==> config.mk <==
export PLATFORM = sky130hd
export DESIGN_NAME = serv_exec_seq
export DESIGN_NICKNAME = d
export VERILOG_FILES = /design/src/rtl/serv_seq_pkg.sv /design/src/rtl/serv_seq_cnt.sv /design/src/rtl/serv_exec_seq.sv
export SDC_FILE = /design/constraint.sdc
export NUM_CORES = 1
export LEC_CHECK = 0
export ABC_AREA = 0
export CORE_MARGIN = 10
export CORE_UTILIZATION = 38
export DETAILED_ROUTE_END_ITERATION = 16
export PLACE_DENSITY = 0.73
export SYNTH_ARGS = -nofsm -noshare
export SYNTH_HDL_FRONTEND = slang
export SYNTH_SLANG_ARGS = --single-unit
==> constraint.sdc <==
create_clock -name clk -period 1.43 [get_ports clk]
set_input_delay 0.2145 -clock clk [delete_from_list [all_inputs] [get_ports clk]]
set_output_delay 0.2145 -clock clk [all_outputs]
set_load 0.02 [all_outputs]
==> src/rtl/serv_seq_pkg.sv <==
// Shared types and constants for the bit-serial execution sequencer.
// Stage length and counter wrap point depend on the datapath width W.
package serv_seq_pkg;

    typedef enum logic [2:0] {
        S_IDLE   = 3'd0,
        S_FETCH  = 3'd1,
        S_DECODE = 3'd2,
        S_INIT   = 3'd3,
        S_WAIT   = 3'd4,
        S_RUN    = 3'd5
    } state_t;

    localparam int CNT_SPAN = 32;

    function automatic int stage_len(input int w);
        return CNT_SPAN / w;
    endfunction

    function automatic logic [4:0] cnt_last(input int w);
        return 5'(CNT_SPAN - w);
    endfunction

endpackage

==> src/rtl/serv_seq_cnt.sv <==
// Bit counter shared by every serial unit: steps by W while enabled,
// flags the last slice of a stage and wraps to zero on that edge.
module serv_seq_cnt
    import serv_seq_pkg::*;
#(
    parameter int W = 1
) (
    input  logic       clk,
    input  logic       rst_n,
    input  logic       en,
    input  logic       clr,
    output logic [4:0] cnt,
    output logic       done
);

    localparam logic [4:0] LAST = cnt_last(W);
    localparam logic [4:0] STEP = 5'(W);

    always_ff @(posedge clk or negedge rst_n) begin
        if (!rst_n) begin
            cnt <= 5'd0;
        end else if (clr) begin
            cnt <= 5'd0;
        end else if (en) begin
            cnt <= cnt + STEP;
        end
    end

    assign done = en & (cnt == LAST);

endmodule

==> src/rtl/serv_exec_seq.sv <==
// Fetch / init / wait / run sequencer for the bit-serial core.
// Bus request lines are registered and follow the state transitions.
module serv_exec_seq
    import serv_seq_pkg::*;
#(
    parameter int W = 1
) (
    input  logic       clk,
    input  logic       i_rst_n,
    output logic       o_ibus_cyc,
    input  logic       i_ibus_ack,
    output logic       o_wb_en,
    input  logic       i_two_stage_op,
    input  logic       i_dbus_en,
    input  logic       i_mdu_op,
    input  logic       i_rd_op,
    output logic       o_dbus_cyc,
    input  logic       i_dbus_ack,
    output logic       o_mdu_valid,
    input  logic       i_mdu_ready,
    output logic       o_init,
    output logic       o_cnt_en,
    output logic [4:0] o_cnt,
    output logic       o_cnt_done,
    output logic       o_pc_en,
    output logic       o_rf_wen
);

    state_t state;
    state_t state_n;

    always_ff @(posedge clk or negedge i_rst_n) begin
        if (!i_rst_n) begin
            state <= S_IDLE;
        end else begin
            state <= state_n;
        end
    end

    always_comb begin
        state_n = state;
        unique case (state)
            S_IDLE:   state_n = S_FETCH;
            S_FETCH:  if (o_ibus_cyc & i_ibus_ack) state_n = S_DECODE;
            S_DECODE: state_n = i_two_stage_op ? S_INIT : S_RUN;
            S_INIT:
                if (o_cnt_done)
                    state_n = (i_dbus_en | i_mdu_op) ? S_WAIT : S_RUN;
            S_WAIT:
                if ((o_dbus_cyc & i_dbus_ack) | (o_mdu_valid & i_mdu_ready))
                    state_n = S_RUN;
            S_RUN:    if (o_cnt_done) state_n = S_FETCH;
            default:  state_n = S_IDLE;
        endcase
    end

    // The wait kind is chosen on entry and then held by its own flop.
    always_ff @(posedge clk or negedge i_rst_n) begin
        if (!i_rst_n) begin
            o_ibus_cyc  <= 1'b0;
            o_dbus_cyc  <= 1'b0;
            o_mdu_valid <= 1'b0;
        end else begin
            o_ibus_cyc  <= (state_n == S_FETCH);
            o_dbus_cyc  <= (state_n == S_WAIT) &
                           ((state == S_WAIT) ? o_dbus_cyc : i_dbus_en);
            o_mdu_valid <= (state_n == S_WAIT) &
                           ((state == S_WAIT) ? o_mdu_valid : ~i_dbus_en);
        end
    end

    always_comb begin
        o_init   = 1'b0;
        o_cnt_en = 1'b0;
        o_pc_en  = 1'b0;
        o_rf_wen = 1'b0;
        unique case (1'b1)
            (state == S_INIT): begin
                o_init   = 1'b1;
                o_cnt_en = 1'b1;
            end
            (state == S_RUN): begin
                o_cnt_en = 1'b1;
                o_pc_en  = 1'b1;
                o_rf_wen = i_rd_op;
            end
            default: ;
        endcase
    end

    assign o_wb_en = o_ibus_cyc & i_ibus_ack;

    serv_seq_cnt #(.W(W)) u_cnt (
        .clk   (clk),
        .rst_n (i_rst_n),
        .en    (o_cnt_en),
        .clr   (~o_cnt_en),
        .cnt   (o_cnt),
        .done  (o_cnt_done)
    );

endmodule

==> After elaboration in Yosys (flattened, before gate mapping) <==
Cells that the tools add are included.
{ "totals": {"regBits": 11, "latchBits": 0, "mem_bits_rw": 0, "romBits": 0, "output_inout_bits": 14, "elab_cells": 39, "mem_count": 0} }
{ "classes": {"addsub": 1, "mul": 0, "div": 0, "n_lt_le_gt_ge": 0, "eq_ne": 8, "shifts": 0, "mux": 14, "bitwise_logic": 9, "n_reduce_logical": 2} }
{ "op_table": {"columns": ["cell", "n"], "rows": [
  ["3-bit one-hot mux with 6 select lines", 1],
  ["3-bit 2-to-1 mux", 5],
  ["3-bit equality test, second input constant", 3],
  ["1-bit 2-to-1 mux", 7],
  ["1-bit AND", 6],
  ["3-bit by 1-bit equality test with 1-bit output, second input constant", 2],
  ["3-bit by 2-bit equality test with 1-bit output, second input constant", 2],
  ["5-bit by 1-bit adder with 5-bit output, second input constant", 1],
  ["5-bit equality test, second input constant", 1],
  ["5-bit 2-to-1 mux", 1],
  ["3-bit zero test", 1],
  ["1-bit bitwise OR", 2],
  ["2-bit OR reduction", 1],
  ["1-bit inverter", 1]
]} }

==> Depth between registers and ports, before layout <==
{ "logic_depth": {"word_depth": 8, "mapped_depth": 6, "ltp_nobuf": 6} }

==> Cells and area by module <==
A second synthesis with hierarchy kept.
{ "unflattened": {"hier_cells": 58, "hier_area_um2": 668.1} }
{ "modules_own_cells": {"columns": ["mod", "n_inst", "cells_per_inst", "area_per_inst_um2", "seq_area_each_um2"], "rows": [
  ["serv_exec_seq", 1, 35, 382.9, 150.1],
  ["serv_seq_cnt", 1, 23, 285.3, 125.1]
]} }

==> Worst setup path before layout <==
No wires, ideal clock.
{ "synth_path": {"path_kind": "flip-flop to flip-flop", "from": "register u_cnt.cnt[0]", "to": "register o_dbus_cyc", "arrival_time_ps": 1552, "slack_ps": -253, "stages_incl_launch_ff": 7, "period_less_slack_ps": 1683, "cell_sequence": "dfrtp_1 > ha_1 > and3_1 > ha_1 > nand2b_1 > a32oi_1 > nor4_1"} }
{ "synth_via": {"elab_chain_cells": 6, "elab_cells_between_ends": 7} }
{ "synth_lines": {"columns": ["element", "line", "source"], "rows": [
  ["start: declaration", "serv_seq_cnt.sv:12", "output logic [4:0] cnt,"],
  ["start signal: assignment", "serv_seq_cnt.sv:25", "cnt <= cnt + STEP;"],
  ["5-bit equality test (*)", "serv_seq_cnt.sv:29", "assign done = en & (cnt == LAST);"],
  ["1-bit AND (*)", "serv_seq_cnt.sv:29", null],
  ["3-bit 2-to-1 mux (on tied branches)", "serv_exec_seq.sv:52, serv_exec_seq.sv:47", null],
  ["3-bit one-hot mux with 6 select lines (*)", "serv_exec_seq.sv:42", "unique case (state)"],
  ["3-bit equality test (*)", "serv_exec_seq.sv:65", "o_dbus_cyc <= (state_n == S_WAIT) &"],
  ["1-bit AND (*)", "serv_exec_seq.sv:65", null],
  ["end signal: assignment", "serv_exec_seq.sv:65", null],
  ["end: declaration", "serv_exec_seq.sv:17", "output logic o_dbus_cyc,"]
]} }
Every way passes the cells marked *; elsewhere a longest branch is shown, timed or not.

==> Final worst setup path <==
{ "layout_path": {"from": "register u_cnt.cnt[1]", "to": "output port o_cnt_done"} }
{ "layout_via": {"elab_chain_cells": 2} }
{ "layout_lines": {"columns": ["element", "line", "source"], "rows": [
  ["5-bit equality test", "serv_seq_cnt.sv:29", null],
  ["1-bit AND", "serv_seq_cnt.sv:29", null],
  ["end: declaration", "serv_exec_seq.sv:24", "output logic o_cnt_done,"]
]} }
No other way between the ends.

==> metrics <==
Syn Std Cell Area=633 sq um; Starting Density=41.1%; busiest grt layer=met2; maximum vdd drop=0.00117 V; Syn Nets=71; die area=0.00370 sq mm; PnR worst setup slack=-0.221 ns; Via-to-Cell Ratio=4.89; die width=between 60 and 70 microns; unrepaired setup endpoints after global routing=true; Hold Fails Final Rpt=0; Detail Route Antenna Nets=0; Tcrit/Tclk final=115%; Area Overhead vs Synth=91.7%; core box area=roughly 0.0015 sq mm; crit start category=flop; pin count of the biggest net entering global routing=12; CTS Root Buffer Type=clkbuf_4; most frequent cells in the layout=23 x buf_4, 8 x clkdlybuf4s50_1, 8 x dfrtp_1, 8 x dlygate4sd2_1, 7 x buf_6; Port Buffers=22; Lkg Pwr=0.596 nW; Clock Skew=about 0.004 ns; vias in the first global route=714; Tmin final=between 1.5 and 2 ns; wire per inst=between 15 and 20 microns; Ports=23; Setup violations, final=9; Vias=about 620; crit-path most repeated cell=ha_4; fin. max-slew vios=0; met1 Track Usage GR=11.4%; Detailed Route WL=1960 microns; Placement Setup Slack=-0.335 ns; hold buffer count at CTS=0; async set-reset flop share out of synthesis=100%; drt first pass iters=2; H-tree depth=1; crit-path max cell delay=0.43 ns; Seq/Total Area, Yosys=~43%; Routability Congestion=a little over 0.7; Final nets=123; clk sinks=11; violation count after the first detailed-route iteration=9; post-synthesis register bit count=11; Die Ht=just over 60 microns; later-pin clock latency in the skew report=0.26 ns; synth unique cells=34; reg2reg path depth=7; max cap viols=0; Mean Syn Cell Area=around 11 sq um; failing checks=negative setup slack; ANT cells=0; WS Path Type=flop to output port; Worst Path Buf+Inv=1; Fmax=slightly above 600 MHz; WP data required=1.22 ns; DRC violations left=0; Reg2Reg Capture Point=o_mdu_valid; Slew headroom=67.5%; delay-heaviest family, CP=flip-flops; Core Rows=14; launching point of the worst reg2reg path=u_cnt.cnt[1]; GR Util met2=20.2%; status=finished, violations left; Yosys warning count=0; Critical-path top delay cell=dfrtp_2; Post-synth EDFFs=0; Crit. End Element=output port; Slew @ Worst Pin=0.486 ns; dpl hpwl=1350 microns; initial antenna violation count=0; CP max FO=2; Max Root-Sink Buffers=2; ratio of cells with drive above 1 in the final layout=55.0%; most common cell after layout, fill and taps aside=buf_4; dominant synthesized flop cell=dfrtp_1; first-pass GRT wire length=roughly 3300 microns; PwrDens=1770 mW/mm^2; CTS tree=yes; Arr. time, crit path=1.44 ns; CP Cell Sequence=ha_4 -> and3_4 -> ha_4 -> and2_4 -> buf_6; worst hold path class=input pin to asynchronous set/reset pin; total power=2.15 mW; GR Util met3=7.72%; GRT Overall Usage=11.8%; CTS Buf Count=3; clock slew at reported path FFs=~0.07 ns; grt ovf=0; Reg2Reg Setup Slack=-0.21 ns; Synth Instances=60
[worst max path at each step]
stage	start	end	slack [ns]	cells past startpoint
4_1_cts	u_cnt.cnt[0]	o_cnt_done	-0.24	5
6_report	u_cnt.cnt[1]	o_cnt_done	-0.22	5
2_1_floorplan	u_cnt.cnt[0]	o_dbus_cyc	-0.05	6
3_3_place_gp	u_cnt.cnt[1]	o_cnt_done	-0.33	5
3_5_place_dp	u_cnt.cnt[0]	o_cnt_done	-0.34	5
5_1_grt	u_cnt.cnt[1]	o_cnt_done	-0.26	5
[stage by stage]
stage	utilization, %	hold WS [ns]	instance area, sq um	setup TNS [ns]	cells
floorplan	-	-0.0811	683	-0.174	60
global placement	67.9	0.552	1050	-1.85	114
detailed placement	67.9	0.569	1050	-2.09	114
CTS	76.4	0.286	1180	-1.26	125
global route	78.7	0.297	1210	-1.65	127
finish	78.7	0.276	1210	-1.16	127
[flip-flops by register name, indices dropped and copies added (netlist names)]
register,cells
u_cnt.cnt,5
state,3
o_mdu_valid,1
o_ibus_cyc,1
o_dbus_cyc,1
[synth_stat cells (2+ instances only)]
cell type	n	share of area, %
inv_1	3	1.8
and2_1	5	4.9
mux2i_1	2	3.2
nand2b_1	2	2.0
dfrtp_1	11	43
nor2_1	3	1.8
o21ai_0	2	1.6
ha_1	2	4.0
nor4_1	2	2.0
nand2_1	4	2.4
[power breakdown]
| part | switching (mW) | total [mW] | internal, mW |
|---|---|---|---|
| registers | 0.0837 | 0.478 | 0.394 |
| clock network | 0.103 | 0.211 | 0.108 |
| logic | 0.604 | 1.46 | 0.856 |
[area by class of cell]
cell class / count / area, sq um
Clock buffer: 4 / 26.3
Timing Repair Buffer: 48 / 432
Tap cell: 16 / 20.0
Inverter: 4 / 15.0
Fill cell: 111 / 328
Sequential cell: 11 / 279
Multi-Input combinational cell: 44 / 442
[logic make-up (layout without fill, tap and decap cells)]
| kind of cell | count (synthesis) | in the layout | share of synthesized area, % |
|---|---|---|---|
| adder cells (fa/ha/maj) | 2 | 2 | 3.95 |
| XOR/XNOR | 2 | 2 | 2.77 |
| flip-flops | 11 | 11 | 43.5 |
| AO/OA/AOI/OAI | 8 | 8 | 10.3 |
| buffers and inverters | 5 | 56 | 3.16 |
| multiplexers | 3 | 3 | 4.94 |
| AND/OR/NAND/NOR | 29 | 29 | 31.4 |
[what timing repair did]
item	in CTS	in global routing
cloned	0	0
endpoints found under the setup margin	20	12
gates resized for setup	49	6
setup buffers	7	2
pin swaps	6	3
[metal layers]
metal	vias to the layer above	wire, microns
met4	0	0
met1	287	712
met3	0	233
met2	21	1010
li1	313	-
met5	-	0
Power figures use the tool's default switching activity.
